--- src/rtl/mac_reg_pkg.sv ---
// Shared types and constants for the MAC register-bus arbiter and its timeout counter.
package mac_reg_pkg;

  typedef enum logic [1:0] {
    StIdle,
    StIssue,
    StBusy,
    StDone
  } arb_state_e;

  localparam logic REQ_INIT = 1'b0;
  localparam logic REQ_HOST = 1'b1;

  // Read data returned on a timed-out access; sliced to the bus width at use.
  localparam int unsigned TmoPatternW = 256;
  localparam logic [TmoPatternW-1:0] TMO_RDATA = '1;

endpackage

--- src/rtl/mac_reg_timeout.sv ---
// Busy-wait watchdog for the MAC register arbiter: counts enabled cycles, flags expiry.
module mac_reg_timeout #(
  parameter int unsigned CYCLES = 1024
) (
  input  logic clk,
  input  logic rst,
  input  logic enable,
  input  logic clear,
  output logic expired
);

  localparam logic [15:0] LastCnt = 16'(CYCLES - 1);

  logic [15:0] cnt_q, cnt_d;

  always_comb begin
    cnt_d = cnt_q;
    if (clear) begin
      cnt_d = '0;
    end else if (enable && (cnt_q != LastCnt)) begin
      cnt_d = cnt_q + 16'd1;
    end
  end

  // High during the last allowed wait cycle, so the FSM leaves exactly CYCLES after entry.
  assign expired = enable && (cnt_q == LastCnt);

  always_ff @(posedge clk or posedge rst) begin
    if (rst) begin
      cnt_q <= '0;
    end else begin
      cnt_q <= cnt_d;
    end
  end

endmodule

--- src/rtl/mac_reg_arbiter.sv ---
// Two-requester arbiter (init sequencer, host CSR) onto a busy-handshaked MAC register bus.
// Optional busy-wait timeout enabled by defining MAC_ARB_TIMEOUT_EN.
module mac_reg_arbiter
  import mac_reg_pkg::*;
#(
  parameter int unsigned ADDR_W     = 8,
  parameter int unsigned DATA_W     = 32,
  parameter int unsigned TMO_CYCLES = 1024
) (
  input  logic              clk,
  input  logic              rst,
  input  logic              r0_req,
  input  logic              r0_wr,
  input  logic [ADDR_W-1:0] r0_addr,
  input  logic [DATA_W-1:0] r0_wdata,
  output logic              r0_ack,
  output logic [DATA_W-1:0] r0_rdata,
  input  logic              r1_req,
  input  logic              r1_wr,
  input  logic [ADDR_W-1:0] r1_addr,
  input  logic [DATA_W-1:0] r1_wdata,
  output logic              r1_ack,
  output logic [DATA_W-1:0] r1_rdata,
  input  logic              init_done,
  output logic [ADDR_W-1:0] reg_addr,
  output logic [DATA_W-1:0] reg_writedata,
  output logic              reg_rd,
  output logic              reg_wr,
  input  logic [DATA_W-1:0] reg_readdata,
  input  logic              reg_busy,
  output logic              tmo_err,
  output logic              gnt_id
);

  if ((TMO_CYCLES < 2) || (TMO_CYCLES > 65535)) begin : g_tmo_range
    $error("mac_reg_arbiter: TMO_CYCLES must be within 2..65535");
  end

  arb_state_e        state_q, state_d;
  logic              wr_q, wr_d;
  logic [ADDR_W-1:0] addr_q, addr_d;
  logic [DATA_W-1:0] wdata_q, wdata_d;
  logic              rd_stb_q, rd_stb_d, wr_stb_q, wr_stb_d;
  logic              ack0_q, ack0_d, ack1_q, ack1_d;
  logic [DATA_W-1:0] rdata0_q, rdata0_d, rdata1_q, rdata1_d;
  logic              tmo_err_q, tmo_err_d;
  logic              gnt_q, gnt_d;
  logic              last_q, last_d;
  logic              tmo_expired;

  logic              r1_elig, any_req, pick_host, sel_wr;
  logic              finish, cap_en, tmo_hit;
  logic [DATA_W-1:0] cap_data;

  `ifdef MAC_ARB_TIMEOUT_EN
  logic tmo_en, tmo_clr;
  assign tmo_en  = (state_q == StIssue) || (state_q == StBusy);
  assign tmo_clr = (state_q == StIdle);

  mac_reg_timeout #(
    .CYCLES(TMO_CYCLES)
  ) u_timeout (
    .clk    (clk),
    .rst    (rst),
    .enable (tmo_en),
    .clear  (tmo_clr),
    .expired(tmo_expired)
  );
  `else
  assign tmo_expired = 1'b0;
  `endif

  // Host is only eligible once init has finished; on contention the last winner yields.
  assign r1_elig   = r1_req & init_done;
  assign any_req   = r0_req | r1_elig;
  assign pick_host = r1_elig & (~r0_req | (last_q == REQ_INIT));
  assign sel_wr    = pick_host ? r1_wr : r0_wr;

  always_comb begin
    state_d   = state_q;
    wr_d      = wr_q;
    addr_d    = addr_q;
    wdata_d   = wdata_q;
    rd_stb_d  = rd_stb_q;
    wr_stb_d  = wr_stb_q;
    ack0_d    = ack0_q;
    ack1_d    = ack1_q;
    rdata0_d  = rdata0_q;
    rdata1_d  = rdata1_q;
    tmo_err_d = tmo_err_q;
    gnt_d     = gnt_q;
    last_d    = last_q;
    finish    = 1'b0;
    cap_en    = 1'b0;
    tmo_hit   = 1'b0;
    cap_data  = reg_readdata;

    unique case (state_q)
      StIdle: begin
        if (any_req) begin
          state_d  = StIssue;
          gnt_d    = pick_host ? REQ_HOST : REQ_INIT;
          last_d   = pick_host ? REQ_HOST : REQ_INIT;
          wr_d     = sel_wr;
          addr_d   = pick_host ? r1_addr : r0_addr;
          wdata_d  = pick_host ? r1_wdata : r0_wdata;
          wr_stb_d = sel_wr;
          rd_stb_d = ~sel_wr;
        end
      end
      StIssue: begin
        if (tmo_expired) begin
          tmo_hit = 1'b1;
        end else if (reg_busy) begin
          state_d  = StBusy;
          rd_stb_d = 1'b0;
          wr_stb_d = 1'b0;
        end
      end
      StBusy: begin
        if (tmo_expired) begin
          tmo_hit = 1'b1;
        end else if (!reg_busy) begin
          finish = 1'b1;
          cap_en = ~wr_q;
        end
      end
      StDone: begin
        state_d = StIdle;
        ack0_d  = 1'b0;
        ack1_d  = 1'b0;
        addr_d  = '0;
        wdata_d = '0;
      end
      default: state_d = StIdle;
    endcase

    if (tmo_hit) begin
      finish    = 1'b1;
      cap_en    = 1'b1;
      cap_data  = TMO_RDATA[DATA_W-1:0];
      tmo_err_d = 1'b1;
    end

    if (finish) begin
      state_d  = StDone;
      rd_stb_d = 1'b0;
      wr_stb_d = 1'b0;
      if (gnt_q == REQ_HOST) begin
        ack1_d = 1'b1;
        if (cap_en) rdata1_d = cap_data;
      end else begin
        ack0_d = 1'b1;
        if (cap_en) rdata0_d = cap_data;
      end
    end
  end

  always_ff @(posedge clk or posedge rst) begin
    if (rst) begin
      state_q   <= StIdle;
      wr_q      <= 1'b0;
      addr_q    <= '0;
      wdata_q   <= '0;
      rd_stb_q  <= 1'b0;
      wr_stb_q  <= 1'b0;
      ack0_q    <= 1'b0;
      ack1_q    <= 1'b0;
      rdata0_q  <= '0;
      rdata1_q  <= '0;
      tmo_err_q <= 1'b0;
      gnt_q     <= REQ_INIT;
      last_q    <= REQ_HOST;
    end else begin
      state_q   <= state_d;
      wr_q      <= wr_d;
      addr_q    <= addr_d;
      wdata_q   <= wdata_d;
      rd_stb_q  <= rd_stb_d;
      wr_stb_q  <= wr_stb_d;
      ack0_q    <= ack0_d;
      ack1_q    <= ack1_d;
      rdata0_q  <= rdata0_d;
      rdata1_q  <= rdata1_d;
      tmo_err_q <= tmo_err_d;
      gnt_q     <= gnt_d;
      last_q    <= last_d;
    end
  end

  assign reg_addr      = addr_q;
  assign reg_writedata = wdata_q;
  assign reg_rd        = rd_stb_q;
  assign reg_wr        = wr_stb_q;
  assign r0_ack        = ack0_q;
  assign r1_ack        = ack1_q;
  assign r0_rdata      = rdata0_q;
  assign r1_rdata      = rdata1_q;
  assign tmo_err       = tmo_err_q;
  assign gnt_id        = gnt_q;

endmodule

--- config.mk ---
export PLATFORM = sky130hd
export DESIGN_NAME = mac_reg_arbiter
export DESIGN_NICKNAME = d
export VERILOG_FILES = /design/src/rtl/mac_reg_pkg.sv /design/src/rtl/mac_reg_timeout.sv /design/src/rtl/mac_reg_arbiter.sv
export SDC_FILE = /design/constraint.sdc
export NUM_CORES = 1
export LEC_CHECK = 0
export CAP_MARGIN = 5
export CORE_ASPECT_RATIO = 1.1
export CORE_MARGIN = 3
export CORE_UTILIZATION = 45
export DETAILED_ROUTE_END_ITERATION = 8
export GPL_ROUTABILITY_DRIVEN = 0
export PLACE_DENSITY = 0.87
export SKIP_CTS_REPAIR_TIMING = 1
export SLEW_MARGIN = 20
export SYNTH_ARGS = -nofsm -noshare
export SYNTH_HDL_FRONTEND = slang
export SYNTH_SLANG_ARGS = --single-unit
--- constraint.sdc ---
create_clock -name clk -period 7.7 [get_ports clk]
set_clock_uncertainty 0.2 [all_clocks]
set_input_delay 1.54 -clock clk [delete_from_list [all_inputs] [get_ports clk]]
set_output_delay 1.54 -clock clk [all_outputs]
set_load 0.01 [all_outputs]
==> flow_summary.toml, run 1 <==
[critical_path]
cp_data_required_time_ps = 7800
critPathLaunchType = "input pin"
rr_endpoint = "reg_writedata[16]$_DFFE_PP0P_"
cp_max_fo = 40
reg2reg_depth = 3
r2r-start = "state_q[1]$_DFFE_PP0P_"
crit_path_start = "r1_req"
cp-end-kind = "flip-flop"
arrival_ps = 3430
reg2reg_slack_ps = 5600
crit_type = "input pin to flip-flop"

[drt]
drc_errors = 0
wire_per_inst_microns = 19.2
routed_wl_microns = 13400
drt_first_iter_violations = 165
first_pass_iters = 5
vias_per_cell = 4.96
vias = 3461
drtAntennaViolNets = 0

[floorplan]
io_pins = 230
start_util_pct = 46.6
core-area_sq_mm = 0.0105
die_x_microns = 106
die-area_sq_mm = 0.0122
row_count = 39
die_h_microns = 116

[logic_synthesis]
syn_area_sq_mm = 0.00491
syn_avg_cell_area_sq_um = 15.6
synthesis.instances = 315
syn_nets = 435
synth-seq-cells = 113
yosysTopAreaCell = "dfrtp_1"
ys_warn_count = 0
synth.distinct_cells = 28
ys_seq_area_share_pct = 57.6
synth_top_area_share_pct = 57.1
synth_area_leaders = "dfrtp_1, mux2_4, mux2i_1, o2bb2ai_1, buf_6"

[placement]
portBuffers = 228
pre_cts_slack_ps = 3940
dp_hpwl_microns = 9740
dp.cells = 666

[layout]
fillCellCount = 722
finalNonFillerCells = 698
area_growth_pct = 60.5
seq_area_sq_mm = 0.00283
nets = 662
drive_gt1_share_pct = 18.9
multi_input_area_sq_mm = 0.00193
diodes = 0
layout_common_cells = "clkdlybuf4s50_1, dfrtp_1, mux2_4"
final_common_cell = "clkdlybuf4s50_1"

[power]
intPower_w = 0.00219
leakage_nw = 3.74
clock_power_share_pct = 27.2
p_sw_share_pct = 28.9
p_seq_share_pct = 33.2
p_sw_w = 0.000891
total_power_w = 0.00308
cellPowerDensity_mw_per_mm2 = 391
max-vdd-ir-drop_v = 0.000239
p_comb_share_pct = 39.6

[timing]
whs_ps = 286
fin_crit_ps = 3330
drv_slew = 0
tightest_slew_ps = 1030
worst_slack_ps = 4370
max_freq_ghz = 0.301
fin_setup_tns_ps = 0
slew_headroom_pct = 31.2
hold_viol = 0
rsz0062_at_grt = "no"
period_share_pct = 43.2
setup_viol = 0

[outcome]
status = "completed"

[clocking]
cts_tree = "yes"
h-tree-depth = 4
cts.clk_slew.worst_paths_ps = 50
cts_made_buffers = 17
clock_path_buffers = 2
cts_root_buf = "clkbuf_16"
cts.sinks = 113
insertion_delay_ps = 390

[global_routing]
gr-total-overflow = 0
grt_max_degree = 76
grt_usage_pct = 22.3
antenna_found_initial = 0
grt_pass1_vias = 3849
grt_pass1_wl_microns = 21100

[worst_hold_path]
worstHoldEndpoint = "reg_writedata[13]$_DFFE_PP0P_"
min_from = "reg_writedata[13]$_DFFE_PP0P_"
min_path_cells = 1
hold_path_class = "flip-flop to flip-flop"

[job]
cap_violations = 0
## power by group through the flow
stage / logic [W] / clock network [W] / registers, W
3_3_place_gp: 0.00119 / 0 / 0.00102
3_5_place_dp: 0.00123 / 0 / 0.00102
2_1_floorplan: 0.000478 / 0 / 0.00111
6_report: 0.00122 / 0.000839 / 0.00102
5_1_grt: 0.00130 / 0.000884 / 0.00105
4_1_cts: 0.00124 / 0.000853 / 0.00102
## worst max-delay path, stage by stage
cell,delay [ps]
clkdlybuf4s50_1,430
a21oi_1,310
nor3_2,130
a21oi_4,800
o2bb2ai_1,210
## how the worst max path moves through the flow
stage | slack (ps) | to | cells past startpoint
finish | 4370 | reg_writedata[16]$_DFFE_PP0P_ | 5
global route | 4210 | reg_writedata[16]$_DFFE_PP0P_ | 5
CTS | 4320 | reg_addr[2]$_DFFE_PP0P_ | 5
detailed placement | 3940 | reg_addr[2]$_DFFE_PP0P_ | 5
global placement | 4010 | reg_writedata[30]$_DFFE_PP0P_ | 5
floorplan | 2970 | gnt_id$_DFFE_PP0P_ | 1
## registers in the layout (all words and copies together), names as in the netlist
| signal | flops |
|---|---|
| r1_ack | 1 |
| gnt_id | 1 |
| reg_rd | 1 |
| reg_writedata | 32 |
| last_q | 1 |
| reg_addr | 8 |
| r1_rdata | 32 |
| wr_q | 1 |
| state_q | 2 |
| reg_wr | 1 |
| r0_ack | 1 |
| r0_rdata | 32 |
## logic make-up (layout without fill, tap and decap cells)
logic type	count (synthesis)	in the layout	synth area share (%)
AOI/OAI and AO/OA	53	53	8.71
xor gates and xnor gates	1	1	0.178
buffers and inverters	24	264	3.36
DFF	113	113	57.6
muxes	105	105	27.6
other	1	1	0.0764
and+or+nand+nor	18	18	2.45
## metal layers
metal,vias up,share of wire (%),track usage (%)
met5,-,0,0
met4,0,0.99,5.61
met2,135,53,40.2
met3,12,6.5,6.69
li1,1605,-,-
met1,1709,39,26.2
## synthesized netlist by cell type (all sizes together)
cell type	n
dfrtp	112
buf	23
and2b	1
nor3	1
mux2	64
o21ai	4
o2bb2ai	40
nand2b	2
a221o	1
inv	1
dfstp	1
mux2i	41
nand3	1
a22o	1
conb	1
xnor2	1
nand3b	1
nor2	4
a21oi	7
nand2	7
nor2b	1
## stage by stage
step           utilization [%]  cell area [sq um]
6_report                  74.8               7880
2_1_floorplan                -               4910
3_5_place_dp              68.8               7250
3_3_place_gp              68.8               7250
4_1_cts                   74.8               7880
5_1_grt                   74.8               7880
## cell type report
| cell class | instances | share of cell area [%] |
|---|---|---|
| inverters | 1 | 0.0794 |
| repair buffers | 231 | 29.2 |
| multi-input cells | 178 | 24.5 |
| clock buffers | 21 | 5.71 |
| flip-flops and latches | 113 | 35.9 |
| clock inverters | 11 | 2.35 |
| well taps | 143 | 2.27 |
Power figures use the tool's default switching activity.
==> inputs of run 2 (changes only) <==
--- a/config.mk
+++ b/config.mk
@@ -8,10 +8,10 @@
 export CAP_MARGIN = 5
 export CORE_ASPECT_RATIO = 1.1
 export CORE_MARGIN = 3
-export CORE_UTILIZATION = 45
+export CORE_UTILIZATION = 41
 export DETAILED_ROUTE_END_ITERATION = 8
 export GPL_ROUTABILITY_DRIVEN = 0
-export PLACE_DENSITY = 0.87
+export PLACE_DENSITY = 0.8
 export SKIP_CTS_REPAIR_TIMING = 1
 export SLEW_MARGIN = 20
 export SYNTH_ARGS = -nofsm -noshare
==> constraint.sdc (replaced) <==
create_clock -name clk -period 3.4 [get_ports clk]
set_clock_uncertainty 0.2 [all_clocks]
set_input_delay 0.68 -clock clk [delete_from_list [all_inputs] [get_ports clk]]
set_output_delay 0.68 -clock clk [all_outputs]
set_load 0.01 [all_outputs]
==> run 2 against run 1 <==
  * Global-route usage down 2.9 points
  * Via count is 0.69% higher
  * Combinational power grew 130%
  * Worst setup slack worse by 3300 ps
  * Total power up 120%
  * Non-clock buffer count rose by 4
  * Core utilization decreased by 6.6 points
  * Flip-flop and latch count unchanged
  * Register-to-register slack got worse by 4200 ps
  * First-iteration DRC count is 44% lower
  * Critical path type unchanged
  * Critical endpoint is now r1_rdata[30]$_DFFE_PP0P_
==> flow_summary.toml, run 2 (same netlist as run 1, synthesis figures left out) <==
[outcome]
status = "completed"

[clocking]
cts.clk_slew.worst_paths_ps = 50
clock_path_buffers = 2
cts_tree = "yes"
insertion_delay_ps = 390
cts_made_buffers = 17
h-tree-depth = 4
cts.sinks = 113
cts_root_buf = "clkbuf_16"

[critical_path]
crit_path_start = "reg_busy"
critPathLaunchType = "input pin"
crit_path_cell_trace = "clkdlybuf4s50_1 -> and2b_1 -> nand2_4 -> mux2_2"
arrival_ps = 2410
r2r-start = "state_q[0]$_DFFE_PP0P_"
cp_max_fo = 32
max_stage_delay_ps = 580
crit_type = "input pin to flip-flop"
reg2reg_slack_ps = 1390
cp-end-kind = "flip-flop"
cp_slowest_cell = "clkdlybuf4s50_1"
cp_data_required_time_ps = 3480

[drt]
first_pass_iters = 4
drt_first_iter_violations = 92
vias = 3485
wire_per_inst_microns = 18.4
drtAntennaViolNets = 0
drc_errors = 0
vias_per_cell = 4.92
routed_wl_microns = 13000

[timing]
fin_crit_ps = 2330
drv_slew = 0
rsz0062_at_grt = "no"
setup_viol = 0
slew_headroom_pct = 56.7
whs_ps = 281
period_share_pct = 68.6
max_freq_ghz = 0.429
fin_setup_tns_ps = 0
tightest_slew_ps = 650
hold_viol = 0

[layout]
final_common_cell = "clkdlybuf4s50_1"
nets = 666
design_area_sq_mm = 0.00790
fillCellCount = 881
diodes = 0
drive_gt1_share_pct = 19.5
finalNonFillerCells = 708
area_growth_pct = 60.9
layout_common_cells = "clkdlybuf4s50_1, dfrtp_1, mux2_4"

[worst_hold_path]
min_from = "reg_wr$_DFFE_PP0P_"
hold_path_class = "flip-flop to flip-flop"

[job]
cap_violations = 0

[global_routing]
gr-total-overflow = 0
antenna_found_initial = 0
grt_pass1_wl_microns = 19500
grt_pass1_vias = 3788
grt_max_degree = 56
grt_usage_pct = 19.4

[floorplan]
row_count = 41
io_pins = 230
die-area_sq_mm = 0.0133
die_h_microns = 121
start_util_pct = 42.4
die_x_microns = 110
core-area_sq_mm = 0.0116

[placement]
dp_hpwl_microns = 9500
dp.cells = 677
portBuffers = 228
place_area_sq_mm = 0.00731

[power]
clock_power_share_pct = 25.8
p_sw_share_pct = 29.1
p_comb_share_pct = 40.6
max-vdd-ir-drop_v = 0.000423
leakage_nw = 3.73
p_sw_w = 0.00199
intPower_w = 0.00485
cellPowerDensity_mw_per_mm2 = 865
p_seq_share_pct = 33.7
-- run 2: cell count changes in the layout (fill, tap and decap cells not counted), sizes merged --
cell	change
bufinv	-2
clkinvlp	+3
inv	-1
clkinv	-1
buf	+4
-- run 2: worst paths after layout --
kind	endpoint	cells past startpoint
max in group asynchronous	last_q$_DFFE_PP1P_	3
hold / removal	reg_wr$_DFFE_PP0P_	2
min in group asynchronous	r0_rdata[24]$_DFFE_PP0P_	2
hold reg to reg	reg_wr$_DFFE_PP0P_	2
setup / recovery	r1_rdata[30]$_DFFE_PP0P_	4
setup reg to reg	r0_rdata[31]$_DFFE_PP0P_	4
-- run 2: area by class of cell --
type | instances | area [sq um] | share of cell area (%)
clock buffer | 21 | 460 | 5.83
clock inverter | 10 | 135 | 1.71
inverter | 1 | 7.51 | 0.0950
multi-input combinational | 178 | 1920 | 24.3
sequential | 113 | 2830 | 35.8
tap | 150 | 188 | 2.38
timing repair buffer | 235 | 2360 | 29.9
-- run 2: worst max-delay path: cells and delay by family --
kind / cells / cell delay, ps
simple gates: 2 / 720
buf+inv: 1 / 580
mux: 1 / 400
-- run 2: through the flow --
step                setup WS (ps)  utilization [%]  total power, W
finish                       1070             68.2         0.00684
global route                 1040             68.2         0.00718
CTS                          1090             68.2         0.00692
detailed placement            669             63.0         0.00510
global placement              704             63.0         0.00504
floorplan                    1150                -         0.00359
-- run 2: power by group through the flow --
stage | registers (W) | logic [W] | clock network (W)
after floorplan | 0.00251 | 0.00108 | 0
after global placement | 0.00229 | 0.00275 | 0
after detailed placement | 0.00230 | 0.00280 | 0
after CTS | 0.00231 | 0.00281 | 0.00180
after global routing | 0.00238 | 0.00295 | 0.00185
final | 0.00230 | 0.00277 | 0.00176
-- run 2: metal layers --
metal | wire [microns] | part of all wire (%) | global-route usage (%)
met5 | 0 | 0 | 0
met1 | 4960 | 38 | 21.7
met3 | 1500 | 12 | 8.70
met2 | 6410 | 49 | 32.7
met4 | 141 | 1.1 | 6.16
